File: src/rtl/hcheck_sink_pkg.sv
// Shared definitions for the hcheck message sink: default channel widths,
// FSM state encoding and the redundancy fold used by sources and sinks alike.
package hcheck_sink_pkg;

   localparam int NS_ADDRESS_SIZE = 6;
   localparam int NS_DATA_SIZE    = 4;
   localparam int NS_REDUN_SIZE   = 4;

   // Upper bounds for the generic fold; {src,dst,dat} and RSZ must fit.
   localparam int FOLD_MAX    = 64;
   localparam int REDUN_MAX   = 16;
   localparam int REDUN_IDX_W = $clog2(REDUN_MAX);

   typedef enum logic [2:0] {
      ST_INIT = 3'd0,
      ST_IDLE = 3'd1,
      ST_CHK  = 3'd2,
      ST_WAIT = 3'd3,
      ST_ACK  = 3'd4
   } state_t;

   // XOR-fold into rsz-bit chunks starting at the LSB, so a short top chunk
   // behaves as if zero-padded at its MSB end.
   function automatic logic [REDUN_MAX-1:0] redun(input logic [FOLD_MAX-1:0] bits,
                                                  input int rsz);
      logic [REDUN_MAX-1:0] acc;
      logic [FOLD_MAX-1:0]  rest;
      int                   pos;
      acc  = '0;
      rest = bits;
      pos  = 0;
      for (int i = 0; i < FOLD_MAX; i++) begin
         acc[REDUN_IDX_W'(pos)] ^= rest[0];
         rest = rest >> 1;
         pos  = (pos == rsz - 1) ? 0 : pos + 1;
      end
      return acc;
   endfunction

endpackage

File: src/rtl/hcheck_sink_if.sv
// One message channel: address/data/redundancy fields plus a 2-phase req/ack pair.
interface hcheck_sink_if
   import hcheck_sink_pkg::*;
#(
   parameter int ASZ = NS_ADDRESS_SIZE,
   parameter int DSZ = NS_DATA_SIZE,
   parameter int RSZ = NS_REDUN_SIZE
);

   logic [ASZ-1:0] src;
   logic [ASZ-1:0] dst;
   logic [DSZ-1:0] dat;
   logic [RSZ-1:0] red;
   logic           req;
   logic           ack;

   modport master (output src, dst, dat, red, req, input ack);
   modport slave  (input src, dst, dat, red, req, output ack);

endinterface

File: src/rtl/hcheck_sink_redun_chk.sv
// Combinational redundancy check: compares a received red field against the
// fold of {src,dst,dat}.
module hcheck_sink_redun_chk
   import hcheck_sink_pkg::*;
#(
   parameter int ASZ = NS_ADDRESS_SIZE,
   parameter int DSZ = NS_DATA_SIZE,
   parameter int RSZ = NS_REDUN_SIZE
) (
   input  logic [ASZ-1:0] src,
   input  logic [ASZ-1:0] dst,
   input  logic [DSZ-1:0] dat,
   input  logic [RSZ-1:0] red,
   output logic           red_ok
);

   logic [RSZ-1:0] red_calc;

   assign red_calc = RSZ'(redun(FOLD_MAX'({src, dst, dat}), RSZ));
   assign red_ok   = (red == red_calc);

endmodule

File: src/rtl/hcheck_sink.sv
// Terminal message consumer: takes one message per 2-phase handshake, checks
// redundancy and destination, and keeps saturating good/bad counters.
module hcheck_sink
   import hcheck_sink_pkg::*;
#(
   parameter int          ASZ     = NS_ADDRESS_SIZE,
   parameter int          DSZ     = NS_DATA_SIZE,
   parameter int          RSZ     = NS_REDUN_SIZE,
   parameter int unsigned MY_ADDR = 0,
   parameter int unsigned ACK_DLY = 0,
   parameter int          CSZ     = 16
) (
   input  logic           gch_clk,
   input  logic           gch_reset,
   output logic           gch_ready,
   hcheck_sink_if.slave   rcv0,
   output logic [CSZ-1:0] cnt_ok,
   output logic [CSZ-1:0] cnt_err,
   output logic           err_flag,
   output logic [DSZ-1:0] last_dat
);

   state_t         state_q, state_d;
   logic [ASZ-1:0] src_hold, dst_hold;
   logic [DSZ-1:0] dat_hold;
   logic [RSZ-1:0] red_hold;
   logic [7:0]     dly_cnt;
   logic           req_smp;
   logic           ack_q;
   logic           pending;
   logic           red_ok;
   logic           good;

   assign rcv0.ack = ack_q;
   assign pending  = (rcv0.req != ack_q);
   assign good     = red_ok && (dst_hold == ASZ'(MY_ADDR));

   hcheck_sink_redun_chk #(.ASZ(ASZ), .DSZ(DSZ), .RSZ(RSZ)) u_redun_chk (
      .src    (src_hold),
      .dst    (dst_hold),
      .dat    (dat_hold),
      .red    (red_hold),
      .red_ok (red_ok)
   );

   // NOTE: every variable written here gets a default first, so no path can infer a latch.
   always_comb begin
      state_d = state_q;
      unique case (state_q)
         ST_INIT: state_d = ST_IDLE;
         ST_IDLE: if (pending) state_d = ST_CHK;
         ST_CHK:  state_d = (ACK_DLY > 0) ? ST_WAIT : ST_ACK;
         ST_WAIT: if (dly_cnt == 8'd1) state_d = ST_ACK;
         ST_ACK:  state_d = ST_IDLE;
         default: state_d = ST_INIT;
      endcase
   end

   // NOTE: sequential state uses non-blocking assignments so all registers see pre-edge values.
   always_ff @(posedge gch_clk or negedge gch_reset) begin
      if (!gch_reset) begin
         state_q   <= ST_INIT;
         gch_ready <= 1'b0;
         ack_q     <= 1'b0;
         req_smp   <= 1'b0;
         // NOTE: holding regs are reset too; they are few and it keeps the checker input defined.
         src_hold  <= '0;
         dst_hold  <= '0;
         dat_hold  <= '0;
         red_hold  <= '0;
         dly_cnt   <= '0;
         cnt_ok    <= '0;
         cnt_err   <= '0;
         err_flag  <= 1'b0;
         last_dat  <= '0;
      end else begin
         state_q <= state_d;
         case (state_q)
            ST_INIT: gch_ready <= 1'b1;
            ST_IDLE: if (pending) begin
               src_hold <= rcv0.src;
               dst_hold <= rcv0.dst;
               dat_hold <= rcv0.dat;
               red_hold <= rcv0.red;
               req_smp  <= rcv0.req;
            end
            ST_CHK: begin
               if (good) begin
                  if (cnt_ok != '1) cnt_ok <= cnt_ok + CSZ'(1);
                  last_dat <= dat_hold;
               end else begin
                  if (cnt_err != '1) cnt_err <= cnt_err + CSZ'(1);
                  err_flag <= 1'b1;
               end
               if (ACK_DLY > 0) dly_cnt <= 8'(ACK_DLY);
            end
            ST_WAIT: dly_cnt <= dly_cnt - 8'd1;
            // req_smp differs from ack_q here, so this is the single toggle.
            ST_ACK:  ack_q <= req_smp;
            default: ;
         endcase
      end
   end

endmodule

File: src/flat_wrapper.sv
// flat-port wrapper written by rule: the top's interface ports become plain ports
module hcheck_sink_flat import hcheck_sink_pkg::*;
#(
   parameter int          ASZ     = NS_ADDRESS_SIZE,
   parameter int          DSZ     = NS_DATA_SIZE,
   parameter int          RSZ     = NS_REDUN_SIZE,
   parameter int unsigned MY_ADDR = 0,
   parameter int unsigned ACK_DLY = 0,
   parameter int          CSZ     = 16
)
  (gch_clk, gch_reset, gch_ready, cnt_ok, cnt_err, err_flag, last_dat, rcv0_src, rcv0_dst, rcv0_dat, rcv0_red, rcv0_req, rcv0_ack);
  hcheck_sink_if #(.ASZ(ASZ), .DSZ(DSZ), .RSZ(RSZ)) rcv0_i ();
  input  logic gch_clk;
  input  logic gch_reset;
  output logic gch_ready;
  output logic [CSZ-1:0] cnt_ok;
  output logic [CSZ-1:0] cnt_err;
  output logic err_flag;
  output logic [DSZ-1:0] last_dat;
  input wire logic [$bits(rcv0_i.src)-1:0] rcv0_src;
  input wire logic [$bits(rcv0_i.dst)-1:0] rcv0_dst;
  input wire logic [$bits(rcv0_i.dat)-1:0] rcv0_dat;
  input wire logic [$bits(rcv0_i.red)-1:0] rcv0_red;
  input wire logic [$bits(rcv0_i.req)-1:0] rcv0_req;
  output wire logic [$bits(rcv0_i.ack)-1:0] rcv0_ack;
  assign rcv0_i.src = rcv0_src;
  assign rcv0_i.dst = rcv0_dst;
  assign rcv0_i.dat = rcv0_dat;
  assign rcv0_i.red = rcv0_red;
  assign rcv0_i.req = rcv0_req;
  assign rcv0_ack = rcv0_i.ack;
  hcheck_sink #(.ASZ(ASZ), .DSZ(DSZ), .RSZ(RSZ), .MY_ADDR(MY_ADDR), .ACK_DLY(ACK_DLY), .CSZ(CSZ)) u_core (.gch_clk(gch_clk), .gch_reset(gch_reset), .gch_ready(gch_ready), .rcv0(rcv0_i), .cnt_ok(cnt_ok), .cnt_err(cnt_err), .err_flag(err_flag), .last_dat(last_dat));
endmodule
File: config.mk
export PLATFORM = sky130hd
export DESIGN_NAME = hcheck_sink_flat
export DESIGN_NICKNAME = d
export VERILOG_FILES = /design/src/rtl/hcheck_sink_pkg.sv /design/src/rtl/hcheck_sink_if.sv /design/src/rtl/hcheck_sink_redun_chk.sv /design/src/rtl/hcheck_sink.sv /design/src/flat_wrapper.sv
export SDC_FILE = /design/constraint.sdc
export NUM_CORES = 1
export LEC_CHECK = 0
export CAP_MARGIN = 20
export CORE_UTILIZATION = 46
export CTS_BUF_LIST = sky130_fd_sc_hd__clkbuf_8 sky130_fd_sc_hd__clkbuf_16
export DETAILED_ROUTE_END_ITERATION = 8
export GPL_TIMING_DRIVEN = 1
export HOLD_SLACK_MARGIN = 0.06
export PLACE_DENSITY = 0.79
export SETUP_SLACK_MARGIN = 0.5
export SYNTH_ARGS = -nofsm -noshare
export SYNTH_HDL_FRONTEND = slang
export SYNTH_HIERARCHICAL = 1
export SYNTH_SLANG_ARGS = --single-unit
File: constraint.sdc
create_clock -name gch_clk -period 2.6 [get_ports gch_clk]
set_input_delay 0.52 -clock gch_clk [delete_from_list [all_inputs] [get_ports gch_clk]]
set_output_delay 0.52 -clock gch_clk [all_outputs]
set_load 0.05 [all_outputs]
Yosys cells after proc, flatten, opt, wreduce, memory -nomap -nowiden --
Index checks and enable logic that the tools add are counted.
Storage, ports and cells: flip-flop bits (word level) 71, bits in latches 0, memory bits (writable) 0, memory bits (read-only) 0, input port bits 23, logic and storage cells 53, memories kept 0
Cells by class: add/subtract/negate cells 3, multiply operators 0, divide/modulo/power cells 0, magnitude comparators 0, eq/ne operators 11, shift-type cells 0, mux-type cells 3, bitwise gates (word level) 13, reductions and logical operators 10
Operators by type and width (count):
- adder 16 x 1 -> 16 bit, second input constant | 2
- != test 16 bit, second input constant | 2
- one-hot mux 3 bit (4 select lines) | 1
- bitwise XOR 1 bit | 12
- equality test 8 x 1 -> 1 bit, second input constant | 1
- AND reduction 2 bit | 4
- subtractor 8 x 1 -> 8 bit, second input constant | 1
- equality test 3 x 2 -> 1 bit, second input constant | 2
- zero test 6 bit | 1
- two-way mux 3 bit | 2
- AND reduction 3 bit | 2
- equality test 4 bit | 1
- != test 2 x 1 -> 1 bit, second input constant | 2
- equality test 3 x 1 -> 1 bit, second input constant | 1
- equality test 3 bit, second input constant | 1
- zero test 3 bit | 1
- OR reduction 2 bit | 1
- logical AND 1 bit | 1
- != test 1 bit | 1
- inverter 1 bit | 1

Longest topological paths before layout --
Gate-level depths: netlist (run 1).
depth after elaboration 7, mapped depth 8

Modules after synthesis --
Netlist (run 1), hierarchy kept.
By module, submodules not included:
- hcheck_sink | instances 1, cells an instance 256, area an instance 3165.5 sq um, sequential area each 1776.7 sq um
- hcheck_sink_redun_chk | instances 1, cells an instance 13, area an instance 192.7 sq um, sequential area each 0.0 sq um

Worst setup path before layout (run 1) --
No wires, ideal clock.
path kind register -> register, from register u_core.dst_hold[0], to register u_core.cnt_ok[14], arrival 2.271 ns, data required time 2.472 ns, slack 0.201 ns, stages on the path, launching flop included 8, path buffers 0, period minus slack after synthesis 2.399 ns, cells stage by stage dfrtp_1 xnor3_2 xnor2_1 nor4_2 nor4b_2 nand3_2 nor4_1 mux2_1
On the way: longest elaborated chain between the ends 6, elaborated cells between the ends (all ways) 7, those cells by class 1 x eq/ne; 3 x bitwise; 3 x reduce/logical
Ends and longest elaborated chain:
- start: declaration | RTL line hcheck_sink.sv:24 | logic [ASZ-1:0] src_hold, dst_hold;
- start signal: assignment | RTL line hcheck_sink.sv:82 | dst_hold <= rcv0.dst;
- bitwise XOR 1 bit (3 in a row) | RTL line hcheck_sink_pkg.sv:33 | acc[REDUN_IDX_W'(pos)] ^= rest[0];
- equality test 4 bit | RTL line hcheck_sink_redun_chk.sv:20 | assign red_ok = (red == red_calc);
- net u_core.red_ok | RTL line hcheck_sink.sv:31 | logic red_ok;
- logical AND 1 bit | RTL line hcheck_sink.sv:36 | assign good = red_ok && (dst_hold == ASZ'(MY_ADDR));
- AND reduction 3 bit (no line)
- end signal: assignment | RTL line hcheck_sink.sv:89 | if (cnt_ok != '1) cnt_ok <= cnt_ok + CSZ'(1);
- end: declaration | RTL line hcheck_sink.sv:17 | output logic [CSZ-1:0] cnt_ok,
The timed path passes the listed nets, and every way through them passes these cells. A chain may end at the register's enable or synchronous reset.

Worst setup path after layout (run 1) --
from register u_core.dst_hold[1], to register u_core.cnt_err[5]
On the way: longest elaborated chain between the ends 7, elaborated cells between the ends (all ways) 8, those cells by class 1 x eq/ne; 4 x bitwise; 3 x reduce/logical
Ends and longest elaborated chain:
- bitwise XOR 1 bit (3 in a row) | RTL line hcheck_sink_pkg.sv:33
- equality test 4 bit | RTL line hcheck_sink_redun_chk.sv:20
- net u_core.red_ok | RTL line hcheck_sink.sv:31
- logical AND 1 bit | RTL line hcheck_sink.sv:36
- inverter 1 bit (no line)
- AND reduction 3 bit (no line)
- end signal: assignment | RTL line hcheck_sink.sv:92 | if (cnt_err != '1) cnt_err <= cnt_err + CSZ'(1);
- end: declaration | RTL line hcheck_sink.sv:18 | output logic [CSZ-1:0] cnt_err,
The timed path passes the listed nets, and every way through them passes these cells.

==> results of run 1 <==
## Yosys cell counts, types with 2 or more instances
| master | number | area [um2] |
|---|---|---|
| dfrtp_1 | 71 | 1780 |
| xnor2_1 | 9 | 78.8 |
| ha_1 | 4 | 50.1 |
| nand4_1 | 5 | 31.3 |
| nand2b_1 | 2 | 12.5 |
| nor4b_1 | 2 | 17.5 |
| a21oi_1 | 2 | 10.0 |
| xnor3_1 | 3 | 67.6 |
| nand3_1 | 7 | 35.0 |
| nor4_2 | 4 | 50.1 |
| clkbuf_1 | 2 | 7.51 |
| xor2_1 | 34 | 298 |
| o21ai_0 | 3 | 15.0 |
| nor3b_1 | 3 | 22.5 |
| buf_2 | 4 | 20.0 |
| mux2_2 | 27 | 304 |
| nor4_1 | 13 | 81.3 |
| nor3_1 | 7 | 35.0 |
| inv_1 | 6 | 22.5 |
| and4_1 | 2 | 17.5 |
| and3_1 | 5 | 31.3 |
| nor2_1 | 9 | 33.8 |
| nor3_2 | 5 | 50.1 |
| nor3b_2 | 2 | 25.0 |
| or2_2 | 2 | 12.5 |
| nand2_1 | 21 | 78.8 |
## state kept, by name (all words and copies together) (netlist names)
name / cells
u_core/cnt_err: 16
u_core/cnt_ok: 16
u_core/dat_hold: 4
u_core/dly_cnt: 8
u_core/dst_hold: 6
u_core/err_flag: 1
u_core/gch_ready: 1
u_core/last_dat: 4
u_core/rcv0.ack: 1
u_core/red_hold: 4
u_core/req_smp: 1
u_core/src_hold: 6
u_core/state_q: 3
## logic make-up after synthesis
group                    Yosys count
adder cells (fa/ha/maj)            4
AO/OA/AOI/OAI                      9
XOR/XNOR                          48
multiplexers                      28
AND/OR/NAND/NOR                   97
flip-flops                        71
buffers and inverters             12
## worst register-to-register path, stage by stage (launching register included)
cell and delay [ns]:
dfrtp_1 0.37, xnor3_1 0.42, xnor2_1 0.16, nor4_2 0.27, nor4b_4 0.24, buf_6 0.15, buf_12 0.10, a21bo_4 0.22
buf_12 0.18, nor3_4 0.04, xor2_1 0.17
## per-layer routing
layer  global-route usage  vias to the layer above  share of wire
li1                     -                     1140              -
met5                    0                        -              0
met1                0.266                     1231           0.43
met2                0.332                       59           0.51
met3               0.0531                       12          0.042
met4                0.101                        0          0.021
## layout make-up
type                    instances  area, um2  area share
repair buffers                 86        837       0.174
multi-input cells             187       1850       0.386
well taps                      96        120      0.0250
flip-flops and latches         71       1780       0.371
clock inverters                 6       52.6      0.0109
clock buffers                  10        138      0.0287
inverters                       6       22.5     0.00469
## worst min path at each step
stage	cells past startpoint	endpoint	startpoint	slack, ns
floorplan	0	u_core/cnt_err[0]	gch_reset	0.22
global placement	1	u_core/err_flag	u_core/err_flag	0.45
detailed placement	1	u_core/err_flag	u_core/err_flag	0.46
CTS	1	u_core/cnt_ok[2]	gch_reset	0.19
global route	1	u_core/cnt_ok[13]	gch_reset	0.22
finish	1	u_core/dat_hold[3]	gch_reset	0.18
## through the flow
step	power (W)	worst slack, ns	std cells	hold slack (ns)	setup TNS, ns
2_1_floorplan	0.00113	0.398	269	0.224	0
3_3_place_gp	0.00119	0.204	430	0.451	0
3_5_place_dp	0.00119	0.104	430	0.458	0
4_1_cts	0.00204	0.209	456	0.189	0
5_1_grt	0.00210	-0.00959	462	0.217	-0.00959
6_report	0.00201	0.166	462	0.178	0
## where the power goes
group | switching, W | internal [W]
clock network | 0.000393 | 0.000457
logic | 0.0000278 | 0.0000320
registers | 0.0000000000000821 | 0.00110
total | 0.000420 | 0.00159
## timing repair
action                                  in CTS  in global routing
cloned                                       1                  0
buffers inserted                             9                  6
endpoints found under the setup margin      65                 43
resized for setup                           49                 21
pin swaps                                    6                  5
==> impl_metrics.ini, run 1 <==
[floorplanning]
ios = 62
coreArea_um2 = 6910
rows = 30
initial_core_util = 0.486
die_area_um2 = 7650
die-height_um = 87.4
die_w_um = 87.4

[setup_path]
reg2reg_to = u_core/cnt_err[5]
worstSetupStartpointType = flop
cp_max_fo = 7
critPathMaxStageDelay_ns = 0.42
rr_worst_depth = 10
r2r_slack_ns = 0.17
cp-end-kind = flop
path_class = flop to flop
cp.required_ns = 2.82
endpoint = u_core/cnt_err[5]
crit_start = u_core/dst_hold[1]
arrival_ns = 2.65
cpMostUsedCell = buf_12
critPathBufInv = 3
crit_slowest_cell = xnor3_1
crit_cells = 10
reg2reg_from = u_core/dst_hold[1]
crit_path_cell_trace = xnor3_1 > xnor2_1 > nor4_2 > nor4b_4 > buf_6 > buf_12 > a21bo_4 > buf_12 > nor3_4 > xor2_1
path_delay_family = XOR/XNOR gates

[synthesis]
netlist_area_um2 = 3360
yosysWarnings = 6
synth.distinct_cells = 41
yosys_register_bits = 71
synth-simple-area-share = 0.182
synthAdderAreaFrac = 0.0149
synth_xor_area_frac = 0.148
synthMuxAreaShare = 0.0939
synth_compound_area_frac = 0.0175
synth-edff-count = 0
seq_area_frac_synth = 0.529
synth_top_family_by_area = simple AND/OR/NAND/NOR gates
avgSynthCellArea_um2 = 12.5
synth_fp_nets = 296
synth_ff_type = dfrtp_1
synth-async-reset-ratio = 1.00
synth_cells = 269

[route]
route.vias.total = 2442
ant_nets = 0
drtIter0Drc = 77
totalWireLength_um = 7350
route.detailed.drc = 0
wl_per_cell_um = 15.9
vias_per_cell = 5.29
first_pass_iters = 4

[job]
maxCapViolCount = 0

[sta]
slew_violations = 0
worst_pin_slew_ns = 0.897
fin_crit_ns = 2.43
clock_skew_ns = 0.0103
hold_viol = 0
min_period_over_period = 0.936
max-slew-margin-rel = 0.397
fmax_ghz = 0.411
setup_viol = 0
rsz0062_at_grt = yes

[layout]
final_layout_size_suffix_gt1_frac = 0.311
antenna_cells = 0
layout_commonest_cell = dfrtp_1
final_area_um2 = 4800
nets = 388
fillCellCount = 533
utilization = 0.695
final_cell_mix = dfrtp_1 (69), xor2_1 (34), dlygate4sd2_1 (28), mux2_2 (27), clkdlybuf4s50_1 (26)
area_delta_synth_final_pct = 42.9

[clock_network]
clkTransAtPathRegs_ns = 0.07
cts_made_buffers = 9
h-tree-depth = 3
root_buffer = clkbuf_8
clock_latency_ns = 0.35
cts_buffer_depth = 2
cts_tree = built
postCtsHoldBufs = 0
cts_sinks = 71

[grt]
grt_overflow = 0
grtUsageTotal = 0.209
grt_pass1_vias = 2461
grt_max_degree = 27
antenna_found_initial = 0
grt_pass1_wl_um = 11900

[place]
gp_congestion = 0.769
dpl.hpwl_um = 4800
io_buffers = 61
dpl_cell_area_um2 = 4250

[status]
status = finished clean

[power_and_ir_drop]
powerDensity_nw_per_um2 = 420
irDropWorstVdd_mv = 0.213
p_leak_nw = 2.50

[hold_path]
hold_path_class = input pin to asynchronous set/reset pin
Power figures use the tool's default switching activity.
==> run 2, diff against run 1 <==
--- a/config.mk
+++ b/config.mk
@@ -9,10 +9,10 @@
 export CORE_UTILIZATION = 46
 export CTS_BUF_LIST = sky130_fd_sc_hd__clkbuf_8 sky130_fd_sc_hd__clkbuf_16
 export DETAILED_ROUTE_END_ITERATION = 8
-export GPL_TIMING_DRIVEN = 1
 export HOLD_SLACK_MARGIN = 0.06
 export PLACE_DENSITY = 0.79
 export SETUP_SLACK_MARGIN = 0.5
+export SLEW_MARGIN = 40
 export SYNTH_ARGS = -nofsm -noshare
 export SYNTH_HDL_FRONTEND = slang
 export SYNTH_HIERARCHICAL = 1
==> results of run 2 <==
No change in the layout: final DEF, timing and power equal those of run 1.
==> run 3, diff against run 2 <==
--- a/config.mk
+++ b/config.mk
@@ -6,14 +6,15 @@
 export NUM_CORES = 1
 export LEC_CHECK = 0
 export CAP_MARGIN = 20
-export CORE_UTILIZATION = 46
+export CELL_PAD_IN_SITES_DETAIL_PLACEMENT = 2
+export CELL_PAD_IN_SITES_GLOBAL_PLACEMENT = 2
+export CORE_UTILIZATION = 34
 export CTS_BUF_LIST = sky130_fd_sc_hd__clkbuf_8 sky130_fd_sc_hd__clkbuf_16
 export DETAILED_ROUTE_END_ITERATION = 8
 export HOLD_SLACK_MARGIN = 0.06
-export PLACE_DENSITY = 0.79
+export PLACE_DENSITY = 0.85
 export SETUP_SLACK_MARGIN = 0.5
 export SLEW_MARGIN = 40
 export SYNTH_ARGS = -nofsm -noshare
 export SYNTH_HDL_FRONTEND = slang
-export SYNTH_HIERARCHICAL = 1
 export SYNTH_SLANG_ARGS = --single-unit
==> impl_metrics.ini, run 3 <==
[setup_path]
path_delay_family = simple AND/OR/NAND/NOR gates
crit_slowest_cell = or4_4
critPathMaxStageDelay_ns = 0.55
reg2reg_from = u_core.dst_hold[0]
crit_path_cell_trace = or4_4 > nor4_4 > nand4_2 > buf_6 > buf_12 > nor2_4 > mux2_1
rr_worst_depth = 7
path_class = flop to flop
worstSetupStartpointType = flop
reg2reg_to = u_core.cnt_ok[1]
arrival_ns = 2.40
r2r_slack_ns = 0.43
cp_max_fo = 8
cp-end-kind = flop
critPathBufInv = 2
cp.required_ns = 2.83

[synthesis]
yosysMostFrequentCell = dfrtp_1
yosysWarnings = 0
synth_fp_nets = 303
synth_cells = 276
synthTopCellsByArea = dfrtp_1 (53%), mux2_2 (7.7%), xnor2_1 (6.3%), xor2_1 (4.7%), nor4_2 (2.6%)
yosys_register_bits = 71
seq_area_frac_synth = 0.529
yosys.area.top_type = dfrtp_1
ys_top_cells_by_count = dfrtp_1 (71), xnor2_1 (24), mux2_2 (23), nand2_1 (19), xor2_1 (18)
synth-async-reset-ratio = 1.00
netlist_area_um2 = 3360
synth.distinct_cells = 38
yosysTopAreaCellShare = 0.529
synth_ff_type = dfrtp_1
avgSynthCellArea_um2 = 12.2
synth-edff-count = 0

[sta]
tns_ns = 0
fin_crit_ns = 2.17
setup_viol = 0
slew_violations = 0
fmax_ghz = 0.460
clock_skew_ns = 0.00975
worst_pin_slew_ns = 0.678
rsz0062_at_grt = yes
max-slew-margin-rel = 0.544
hold_viol = 0
min_period_over_period = 0.836

[place]
gp_congestion = 0.712
dpl_cell_area_um2 = 4140
io_buffers = 61
dpl.hpwl_um = 6140
placed_cells = 463

[power_and_ir_drop]
totalPowerFinal_w = 0.00218
switchingPower_w = 0.000503
p_int_w = 0.00168
combPwrFrac = 0.030
powerDensity_nw_per_um2 = 476
irDropWorstVdd_mv = 0.244
p_clk_frac = 0.465
p_leak_nw = 2.34
seq_power_share = 0.505
p_sw_frac = 0.230

[route]
route.detailed.drc = 0
vias_per_cell = 5.10
totalWireLength_um = 9900
drtIter0Drc = 58
wl_per_cell_um = 20.4
route.vias.total = 2481
first_pass_iters = 4
ant_nets = 0

[grt]
antenna_found_initial = 0
grt_overflow = 0
grt_pass1_wl_um = 16100
grtUsageTotal = 0.210
grt_pass1_vias = 2922
grt_max_degree = 34

[floorplanning]
coreArea_um2 = 9420
die-height_um = 101
rows = 35
initial_core_util = 0.356
die_area_um2 = 10300
die_w_um = 101
ios = 62

[hold_path]
hold_path_class = input pin to asynchronous set/reset pin

[layout]
stdcell_count = 486
final_cell_mix = dfrtp_1 (71), dlygate4sd2_1 (28), xnor2_1 (23), clkdlybuf4s50_1 (23), mux2_2 (21)
final_area_um2 = 4580
utilization = 0.487
multiInputGateArea_um2 = 1630
reg_top3 = u_core.cnt_err: 16 flops, u_core.cnt_ok: 16 flops, u_core.dly_cnt: 8 flops
antenna_cells = 0
nets = 379
fillCellCount = 937
final_layout_size_suffix_gt1_frac = 0.224
ff_latch_area_um2 = 1780
layout_commonest_cell = dfrtp_1
area_delta_synth_final_pct = 36.6

[clock_network]
cts_tree = built
cts_sinks = 71
cts_made_buffers = 9
cts_buffer_depth = 2
clock_latency_ns = 0.35
clkTransAtPathRegs_ns = 0.09
h-tree-depth = 3
root_buffer = clkbuf_8

[job]
maxCapViolCount = 0

[status]
status = finished clean
[run 3: cell count changes after synthesis, sizes merged, moves of 4 or more]
| cell | before | now |
|---|---|---|
| xnor2 | 9 | 24 |
| nor4 | 17 | 10 |
| nand3 | 8 | 15 |
| nand4 | 6 | 12 |
| xor2 | 35 | 18 |
| clkbuf | 2 | 6 |
[run 3: kinds of logic (layout without fill, tap and decap cells)]
logic type | Yosys count | in the layout | synth area share
fa+ha+maj | 4 | 4 | 0.0149
mux | 28 | 28 | 0.0984
xor+xnor | 46 | 46 | 0.137
compound gates | 10 | 10 | 0.0198
simple gates | 100 | 100 | 0.178
buf+inv | 17 | 98 | 0.0224
flops | 71 | 71 | 0.529
[run 3: routing by layer]
metal / vias to the layer above / GRT usage / wire (um)
met5: - / 0 / 0
met4: 0 / 0.0624 / 80
met3: 10 / 0.0352 / 319
met2: 56 / 0.378 / 5290
met1: 1287 / 0.258 / 4210
li1: 1128 / - / -
[run 3: power by group through the flow]
stage          combinational (W)  clock [W]  sequential, W
6_report               0.0000645    0.00101        0.00110
5_1_grt                0.0000709    0.00108        0.00110
4_1_cts                0.0000661    0.00102        0.00110
3_5_place_dp           0.0000653          0        0.00113
3_3_place_gp           0.0000638          0        0.00113
2_1_floorplan         0.00000189          0        0.00113
[run 3: area by class of cell]
| cell class | instances | area share |
|---|---|---|
| inverter | 7 | 0.00573 |
| clock inverter | 7 | 0.0210 |
| multi-input combinational | 188 | 0.355 |
| timing repair buffer | 75 | 0.169 |
| clock buffer | 9 | 0.0270 |
| sequential | 71 | 0.388 |
| tap | 129 | 0.0352 |
[run 3: metrics by stage]
step           setup WS (ns)  hold WS, ns
6_report               0.426        0.106
5_1_grt                0.344        0.134
4_1_cts                0.429        0.276
3_5_place_dp           0.248        0.462
3_3_place_gp           0.393        0.454
2_1_floorplan          0.515        0.224
[run 3: timing repair]
item	CTS	global route
gates resized for setup	48	17
hold buffers	0	0
setup buffers	3	2
pin swaps	6	6
endpoints found under the setup margin	51	44
gates cloned	2	0
[run 3: worst max path at each step]
stage	startpoint	cells after the start	slack, ns	endpoint
finish	u_core.dst_hold[0]	7	0.43	u_core.cnt_ok[1]
global route	u_core.dst_hold[4]	7	0.34	u_core.cnt_ok[1]
CTS	u_core.dst_hold[0]	7	0.43	u_core.cnt_ok[1]
detailed placement	u_core.dst_hold[0]	6	0.25	u_core.cnt_ok[1]
global placement	u_core.dst_hold[0]	6	0.39	u_core.cnt_ok[1]
floorplan	u_core.dst_hold[0]	6	0.52	u_core.last_dat[0]
